`src/rtl/arbitro_sumador_if.sv`:
```
// Bundle between the two adder clients and arbitro_sumador.
// master = client side (drives requests/operands), slave = arbiter side.
interface arbitro_sumador_if #(
  parameter int ANCHO = 4
);
  // Handshake: reqN is a level held with stable aN/bN until ackN; ackN is a
  // one-cycle pulse with suma valid in that cycle; the client must drop reqN
  // in the cycle after ackN or it is taken as a new request.
  logic                 req0;
  logic [ANCHO-1:0]     a0;
  logic [ANCHO-1:0]     b0;
  logic                 req1;
  logic [ANCHO-1:0]     a1;
  logic [ANCHO-1:0]     b1;
  logic                 ack0;
  logic                 ack1;
  logic [2*ANCHO-1:0]   suma;
  logic                 ocupado;
  logic                 turno;

  modport master (
    output req0, a0, b0, req1, a1, b1,
    input  ack0, ack1, suma, ocupado, turno
  );

  modport slave (
    input  req0, a0, b0, req1, a1, b1,
    output ack0, ack1, suma, ocupado, turno
  );
endinterface

```
`src/rtl/arbitro_sumador.sv`:
```
// Two-client arbiter feeding one shared ANCHO-bit adder (IDLE -> CALC -> RESP).
// Define PRIORIDAD_FIJA_EN for fixed priority (client 0 wins ties); default is round-robin.
module arbitro_sumador #(
  parameter int ANCHO = 4
) (
  input  logic                clk,
  input  logic                rst,
  arbitro_sumador_if.slave    bus,
  output logic [1:0]          estado_dbg
);
  localparam int W = 2 * ANCHO;

  typedef enum logic [1:0] {
    IDLE = 2'd0,
    CALC = 2'd1,
    RESP = 2'd2
  } estado_t;

  estado_t          state_q, state_d;
  logic [ANCHO-1:0] op_a_q, op_a_d;
  logic [ANCHO-1:0] op_b_q, op_b_d;
  logic             id_q, id_d;
  logic             turno_q, turno_d;
  logic [W-1:0]     suma_q, suma_d;
  logic             ack0_q, ack0_d;
  logic             ack1_q, ack1_d;
  logic             gana;

  always_ff @(posedge clk or posedge rst) begin
    if (rst) begin
      state_q <= IDLE;
      op_a_q  <= '0;
      op_b_q  <= '0;
      id_q    <= 1'b0;
      turno_q <= 1'b1;
      suma_q  <= '0;
      ack0_q  <= 1'b0;
      ack1_q  <= 1'b0;
    end else begin
      state_q <= state_d;
      op_a_q  <= op_a_d;
      op_b_q  <= op_b_d;
      id_q    <= id_d;
      turno_q <= turno_d;
      suma_q  <= suma_d;
      ack0_q  <= ack0_d;
      ack1_q  <= ack1_d;
    end
  end

  always_comb begin
    state_d = state_q;
    op_a_d  = op_a_q;
    op_b_d  = op_b_q;
    id_d    = id_q;
    turno_d = turno_q;
    suma_d  = suma_q;
    ack0_d  = 1'b0;
    ack1_d  = 1'b0;
    gana    = 1'b0;
    case (state_q)
      IDLE: begin
        if (bus.req0 || bus.req1) begin
          if (bus.req0 && bus.req1) begin
`ifdef PRIORIDAD_FIJA_EN
            gana = 1'b0;
`else
            gana = ~turno_q;
`endif
          end else begin
            gana = bus.req1;
          end
          id_d    = gana;
          turno_d = gana;
          op_a_d  = gana ? bus.a1 : bus.a0;
          op_b_d  = gana ? bus.b1 : bus.b0;
          state_d = CALC;
        end
      end
      CALC: begin
        // Zero-extended add: the carry lands in bit ANCHO, nothing can overflow.
        suma_d  = {{ANCHO{1'b0}}, op_a_q} + {{ANCHO{1'b0}}, op_b_q};
        ack0_d  = ~id_q;
        ack1_d  = id_q;
        state_d = RESP;
      end
      RESP: begin
        state_d = IDLE;
      end
      default: begin
        state_d = IDLE;
      end
    endcase
  end

  assign bus.ack0    = ack0_q;
  assign bus.ack1    = ack1_q;
  assign bus.suma    = suma_q;
  assign bus.turno   = turno_q;
  assign bus.ocupado = (state_q != IDLE);
  assign estado_dbg  = state_q;
endmodule

```
`src/flat_wrapper.sv`:
```
// flat-port wrapper written by rule: the top's interface ports become plain ports
module arbitro_sumador_flat 
#(
  parameter int ANCHO = 4
)
  (clk, rst, estado_dbg, bus_req0, bus_a0, bus_b0, bus_req1, bus_a1, bus_b1, bus_ack0, bus_ack1, bus_suma, bus_ocupado, bus_turno);
  arbitro_sumador_if #(.ANCHO(ANCHO)) bus_i ();
  input  logic clk;
  input  logic rst;
  output logic [1:0] estado_dbg;
  input wire logic [$bits(bus_i.req0)-1:0] bus_req0;
  input wire logic [$bits(bus_i.a0)-1:0] bus_a0;
  input wire logic [$bits(bus_i.b0)-1:0] bus_b0;
  input wire logic [$bits(bus_i.req1)-1:0] bus_req1;
  input wire logic [$bits(bus_i.a1)-1:0] bus_a1;
  input wire logic [$bits(bus_i.b1)-1:0] bus_b1;
  output wire logic [$bits(bus_i.ack0)-1:0] bus_ack0;
  output wire logic [$bits(bus_i.ack1)-1:0] bus_ack1;
  output wire logic [$bits(bus_i.suma)-1:0] bus_suma;
  output wire logic [$bits(bus_i.ocupado)-1:0] bus_ocupado;
  output wire logic [$bits(bus_i.turno)-1:0] bus_turno;
  assign bus_i.req0 = bus_req0;
  assign bus_i.a0 = bus_a0;
  assign bus_i.b0 = bus_b0;
  assign bus_i.req1 = bus_req1;
  assign bus_i.a1 = bus_a1;
  assign bus_i.b1 = bus_b1;
  assign bus_ack0 = bus_i.ack0;
  assign bus_ack1 = bus_i.ack1;
  assign bus_suma = bus_i.suma;
  assign bus_ocupado = bus_i.ocupado;
  assign bus_turno = bus_i.turno;
  arbitro_sumador #(.ANCHO(ANCHO)) u_core (.clk(clk), .rst(rst), .bus(bus_i), .estado_dbg(estado_dbg));
endmodule
```
`config.mk`:
```
export PLATFORM = sky130hd
export DESIGN_NAME = arbitro_sumador_flat
export DESIGN_NICKNAME = d
export VERILOG_FILES = /design/src/rtl/arbitro_sumador_if.sv /design/src/rtl/arbitro_sumador.sv /design/src/flat_wrapper.sv
export SDC_FILE = /design/constraint.sdc
export NUM_CORES = 1
export LEC_CHECK = 0
export ABC_AREA = 0
export BUFFER_PORTS_ARGS = -buffer_cell sky130_fd_sc_hd__clkbuf_2
export CAP_MARGIN = 40
export CORE_MARGIN = 2
export CORE_UTILIZATION = 40
export DETAILED_ROUTE_END_ITERATION = 12
export MAX_ROUTING_LAYER = met4
export PLACE_DENSITY = 0.72
export SYNTH_ARGS = -nofsm -noshare
export SYNTH_HDL_FRONTEND = slang
export SYNTH_SLANG_ARGS = --single-unit
```
`constraint.sdc`:
```
create_clock -name clk -period 1.5 [get_ports clk]
set_input_delay 0.15 -clock clk [delete_from_list [all_inputs] [get_ports clk]]
set_output_delay 0.15 -clock clk [all_outputs]
set_load 0.03 [all_outputs]
```
==> flow_summary_export.csv <==
group,metric,value,unit
clocking,htree_num_levels,1,
detailed_routing,drcViolationCount,0,
cells_and_area,fillCellCount,232,
global_route,grtUsageTotal,16.1,%
floorplan,floorplan.initialDensity,42.0,%
power_and_ir_drop,clock_power_share,9.0,%
setup_path,setup.worst_path.end_class,"register",
sta,max_freq,0.674,GHz
detailed_routing,routedWlPerCell,12.5,um
cells_and_area,regArea,479,um2
clocking,clock-root-buffer,"sky130_fd_sc_hd__clkbuf_4",
floorplan,die_w,54.8,um
sta,finalMaxSlewViolations,0,
logic_synthesis,syn_area,1030,um2
logic_synthesis,yosysSeqAreaShare,46.2,%
run_status,run_status,"finished, final reports clean",
global_route,gr-total-overflow,0,
detailed_routing,drtIter0Drc,8,
setup_path,reg2reg_depth,4,
cells_and_area,drive_above_1_share,50.4,%
detailed_routing,routed_wire_length,1940,um
cells_and_area,nNetsFinal,151,
cells_and_area,finish.utilization,53.6,%
clocking,clk_pin_slew_worst_paths,110,ps
logic_synthesis,netlist-cell-type-count,28,
detailed_routing,antenna_violating_nets_post_route,0,
setup_path,critical_path.n_buffers_inverters,0,
clocking,tritoncts,"built",
setup_path,largest_fanout_on_the_critical_path,5,
global_route,grt_first_pass_wirelength,3250,um
detailed_routing,avg_vias_per_cell,4.83,
sta,worst_slack,16.1,ps
place,placement.setup.worst_slack,8.83,ps
setup_path,timing.rr.end,"u_core.bus.suma[3]",
detailed_routing,num_vias,748,
setup_path,worst_r2r_startpoint,"u_core.op_a_q[3]",
place,placedCellCount,148,
cells_and_area,multi_input_comb_area,508,um2
cells_and_area,antenna_cells_inserted,0,
logic_synthesis,synth_cells,84,
sta,report.final.hold_viol_count,0,
setup_path,crit_chain,"ha_1 -> nor4bb_1 -> a221oi_1 -> nand3_2",
place,dp_hpwl,1520,um
global_route,grt_pass1_vias,730,
floorplan,fp.coreArea,2450,um2
global_route,antenna_found_initial,0,
setup_path,critical_path_arrival,1670,ps
clocking,cts_sinks,19,
clocking,clock_path_buffers,2,
setup_path,reg2reg_setup_slack,20,ps
floorplan,floorplan.die.height,54.8,um
sta,final.setup_skew,6.31,ps
power_and_ir_drop,p_sw,1.25,mW
min_path,hold-path-endpoint,"u_core.op_b_q[1]",
clocking,cts-buffers-inserted,3,
power_and_ir_drop,power.leakage,0.708,nW
power_and_ir_drop,overall_power_of_the_completed_layout,2.91,mW
power_and_ir_drop,power_frac_comb,58.7,%
setup_path,master_of_the_slowest_instance_on_the_critical_path,"sky130_fd_sc_hd__dfrtp_1",
min_path,holdCritStartpoint,"bus_b1[1]",
sta,fin_crit_sh,98.9,%
min_path,hold_class,"primary input to register",
floorplan,num_rows,18,
sta,setup_viol,0,
logic_synthesis,yosysTopAreaCell,"sky130_fd_sc_hd__dfrtp_1",
logic_synthesis,synth_top_cell_area_share,43.6,%
power_and_ir_drop,share_seq_of_total_power,32.3,%
flow_run,drv.max_cap_violation_count,0,
logic_synthesis,ys_seq_elements,19,
floorplan,design.portCount,34,
setup_path,timing.critical_path.slowest_cell_delay,410,ps
setup_path,cp_top_family,"flip-flops",
global_route,pin_count_of_the_biggest_net_entering_global_routing,20,
min_path,timing.hold.worst_path_depth,3,
place,final_wtd_congestion,0.733,
power_and_ir_drop,power_density_of_the_placed_cells,2210,nW/um2
logic_synthesis,synth.avg_cell_area,12.3,um2
sta,min_period,1480,ps
sta,rsz0062_at_grt,"yes",
logic_synthesis,yosys_warnings,0,
setup_path,timing.setup.critical_path_class,"register to register",
power_and_ir_drop,netSwitchingFraction,42.8,%
floorplan,die_area,3000,um2
logic_synthesis,synthTopCellsByArea,"sky130_fd_sc_hd__dfrtp_1 44%, sky130_fd_sc_hd__mux2_4 17%, sky130_fd_sc_hd__ha_1 4.8%",
power_and_ir_drop,vdd.ir_drop.worst,0.00143,V
place,buffer_ports.inserted,30,
detailed_routing,drt_pass1_iterations,4,
setup_path,cp-start-kind,"register",
clocking,later_pin_clock_latency_in_the_skew_report,300,ps
sta,fin_worst_hold_slack,131,ps
setup_path,required,1680,ps
power_and_ir_drop,internal_power,1.67,mW
cells_and_area,post_layout_nonfiller_instances,155,
cells_and_area,area_growth_syn_to_layout,27.5,%
-- layout by cell type (no fill, tap or decap) --
cell type,synthesis,layout
sky130_fd_sc_hd__a21bo_1,1,1
sky130_fd_sc_hd__a21oi_1,2,2
sky130_fd_sc_hd__a221oi_1,1,1
sky130_fd_sc_hd__buf_4,3,9
sky130_fd_sc_hd__buf_6,1,1
sky130_fd_sc_hd__clkbuf_1,1,1
sky130_fd_sc_hd__clkbuf_2,0,30
sky130_fd_sc_hd__clkbuf_4,0,3
sky130_fd_sc_hd__conb_1,1,3
sky130_fd_sc_hd__dfrtp_1,18,16
sky130_fd_sc_hd__dfrtp_2,0,2
sky130_fd_sc_hd__dfstp_2,1,1
sky130_fd_sc_hd__dlygate4sd3_1,0,1
sky130_fd_sc_hd__fa_2,0,1
sky130_fd_sc_hd__ha_1,4,4
sky130_fd_sc_hd__inv_1,7,7
sky130_fd_sc_hd__mux2_4,12,12
sky130_fd_sc_hd__mux2i_1,5,5
sky130_fd_sc_hd__nand2_1,5,5
sky130_fd_sc_hd__nand2b_1,1,1
sky130_fd_sc_hd__nand3_2,0,1
sky130_fd_sc_hd__nand4_1,1,1
sky130_fd_sc_hd__nor2_1,5,5
sky130_fd_sc_hd__nor2_8,1,1
sky130_fd_sc_hd__nor2b_1,1,1
sky130_fd_sc_hd__nor4bb_1,2,2
sky130_fd_sc_hd__o21ai_0,4,4
sky130_fd_sc_hd__o31ai_1,1,1
sky130_fd_sc_hd__or2_4,0,1
sky130_fd_sc_hd__or4b_4,0,1
sky130_fd_sc_hd__xor2_1,1,1
-- synth_stat cells --
| cell | instances |
|---|---|
| sky130_fd_sc_hd__a21bo_1 | 1 |
| sky130_fd_sc_hd__a21oi_1 | 2 |
| sky130_fd_sc_hd__a221oi_1 | 1 |
| sky130_fd_sc_hd__buf_2 | 1 |
| sky130_fd_sc_hd__buf_4 | 3 |
| sky130_fd_sc_hd__buf_6 | 1 |
| sky130_fd_sc_hd__clkbuf_1 | 1 |
| sky130_fd_sc_hd__conb_1 | 1 |
| sky130_fd_sc_hd__dfrtp_1 | 18 |
| sky130_fd_sc_hd__dfstp_2 | 1 |
| sky130_fd_sc_hd__fa_1 | 1 |
| sky130_fd_sc_hd__ha_1 | 4 |
| sky130_fd_sc_hd__inv_1 | 7 |
| sky130_fd_sc_hd__mux2_4 | 12 |
| sky130_fd_sc_hd__mux2i_1 | 5 |
| sky130_fd_sc_hd__nand2_1 | 5 |
| sky130_fd_sc_hd__nand2b_1 | 1 |
| sky130_fd_sc_hd__nand3_1 | 1 |
| sky130_fd_sc_hd__nand4_1 | 1 |
| sky130_fd_sc_hd__nor2_1 | 5 |
| sky130_fd_sc_hd__nor2_8 | 1 |
| sky130_fd_sc_hd__nor2b_1 | 1 |
| sky130_fd_sc_hd__nor4bb_1 | 2 |
| sky130_fd_sc_hd__o21ai_0 | 4 |
| sky130_fd_sc_hd__o31ai_1 | 1 |
| sky130_fd_sc_hd__or2_1 | 1 |
| sky130_fd_sc_hd__or4b_2 | 1 |
| sky130_fd_sc_hd__xor2_1 | 1 |
-- power by group through the flow --
stage               Clock (mW)  Combinational, mW  Sequential, mW
finish                   0.262               1.71           0.943
global route             0.305               1.88           0.976
CTS                      0.266               1.67           0.943
detailed placement           0               1.63           0.960
global placement             0               1.57           0.934
floorplan                    0              0.945            1.16
-- worst max-delay path by stage --
stage	start	endpoint	slack, ps	cells past startpoint
2_1_floorplan	u_core.bus.turno	u_core.op_a_q[0]	-60	4
3_3_place_gp	u_core.op_b_q[3]	u_core.bus.suma[3]	40	3
3_5_place_dp	u_core.bus.turno	u_core.op_b_q[2]	9	4
4_1_cts	u_core.bus.turno	u_core.op_b_q[2]	20	4
5_1_grt	u_core.bus.turno	u_core.op_b_q[2]	-40	4
6_report	u_core.op_a_q[3]	u_core.bus.suma[3]	20	4
-- area by class of cell --
class                           count  area share, %
Timing Repair Buffer               41           18.2
Clock buffer                        4           2.00
Sequential cell                    19           36.4
Multi-Input combinational cell     54           38.6
Inverter                            7           2.00
Tap cell                           30           2.85
-- cells by family after synthesis --
| group | after synthesis | synth area share (%) |
|---|---|---|
| adders and majority gates | 5 | 6.79 |
| and+or+nand+nor | 19 | 11.4 |
| AOI/OAI and AO/OA | 9 | 5.46 |
| muxes | 17 | 22.3 |
| buffers and inverters | 13 | 6.67 |
| xor gates and xnor gates | 1 | 0.849 |
| DFF | 19 | 46.2 |
| other | 1 | 0.363 |
-- state kept, by name, summed over array words and instances, names as in the netlist --
| name | flops |
|---|---|
| u_core.estado_dbg | 2 |
| u_core.bus.suma | 5 |
| u_core.op_b_q | 4 |
| u_core.bus.turno | 1 |
| u_core.bus.ack0 | 1 |
| u_core.id_q | 1 |
| u_core.bus.ack1 | 1 |
| u_core.op_a_q | 4 |
-- metal layers --
metal	part of all wire [%]	global-route usage [%]
met5	0	-
met4	0.82	6.25
met3	5.8	4.92
met2	52	25.4
met1	41	19.3
-- per-stage QoR --
| step | setup TNS [ps] | instance area (um2) |
|---|---|---|
| after floorplan | -384 | 1040 |
| after global routing | -188 | 1320 |
| final | 0 | 1320 |
| after detailed placement | 0 | 1250 |
| after global placement | 0 | 1250 |
| after CTS | 0 | 1300 |
-- tightest hold or removal path, delay by kind of cell --
family | cells | cell delay [ps]
mux | 2 | 160
buf+inv | 1 | 70
-- what timing repair did --
item                                    CTS  global route
hold endpoints to repair                 18             0
setup buffers                             2             1
gates resized for setup                   3             2
gates cloned                              0             0
endpoints found under the setup margin    5            11
pin swaps                                 3             1
hold buffers                              1             0
Power figures use the tool's default switching activity.
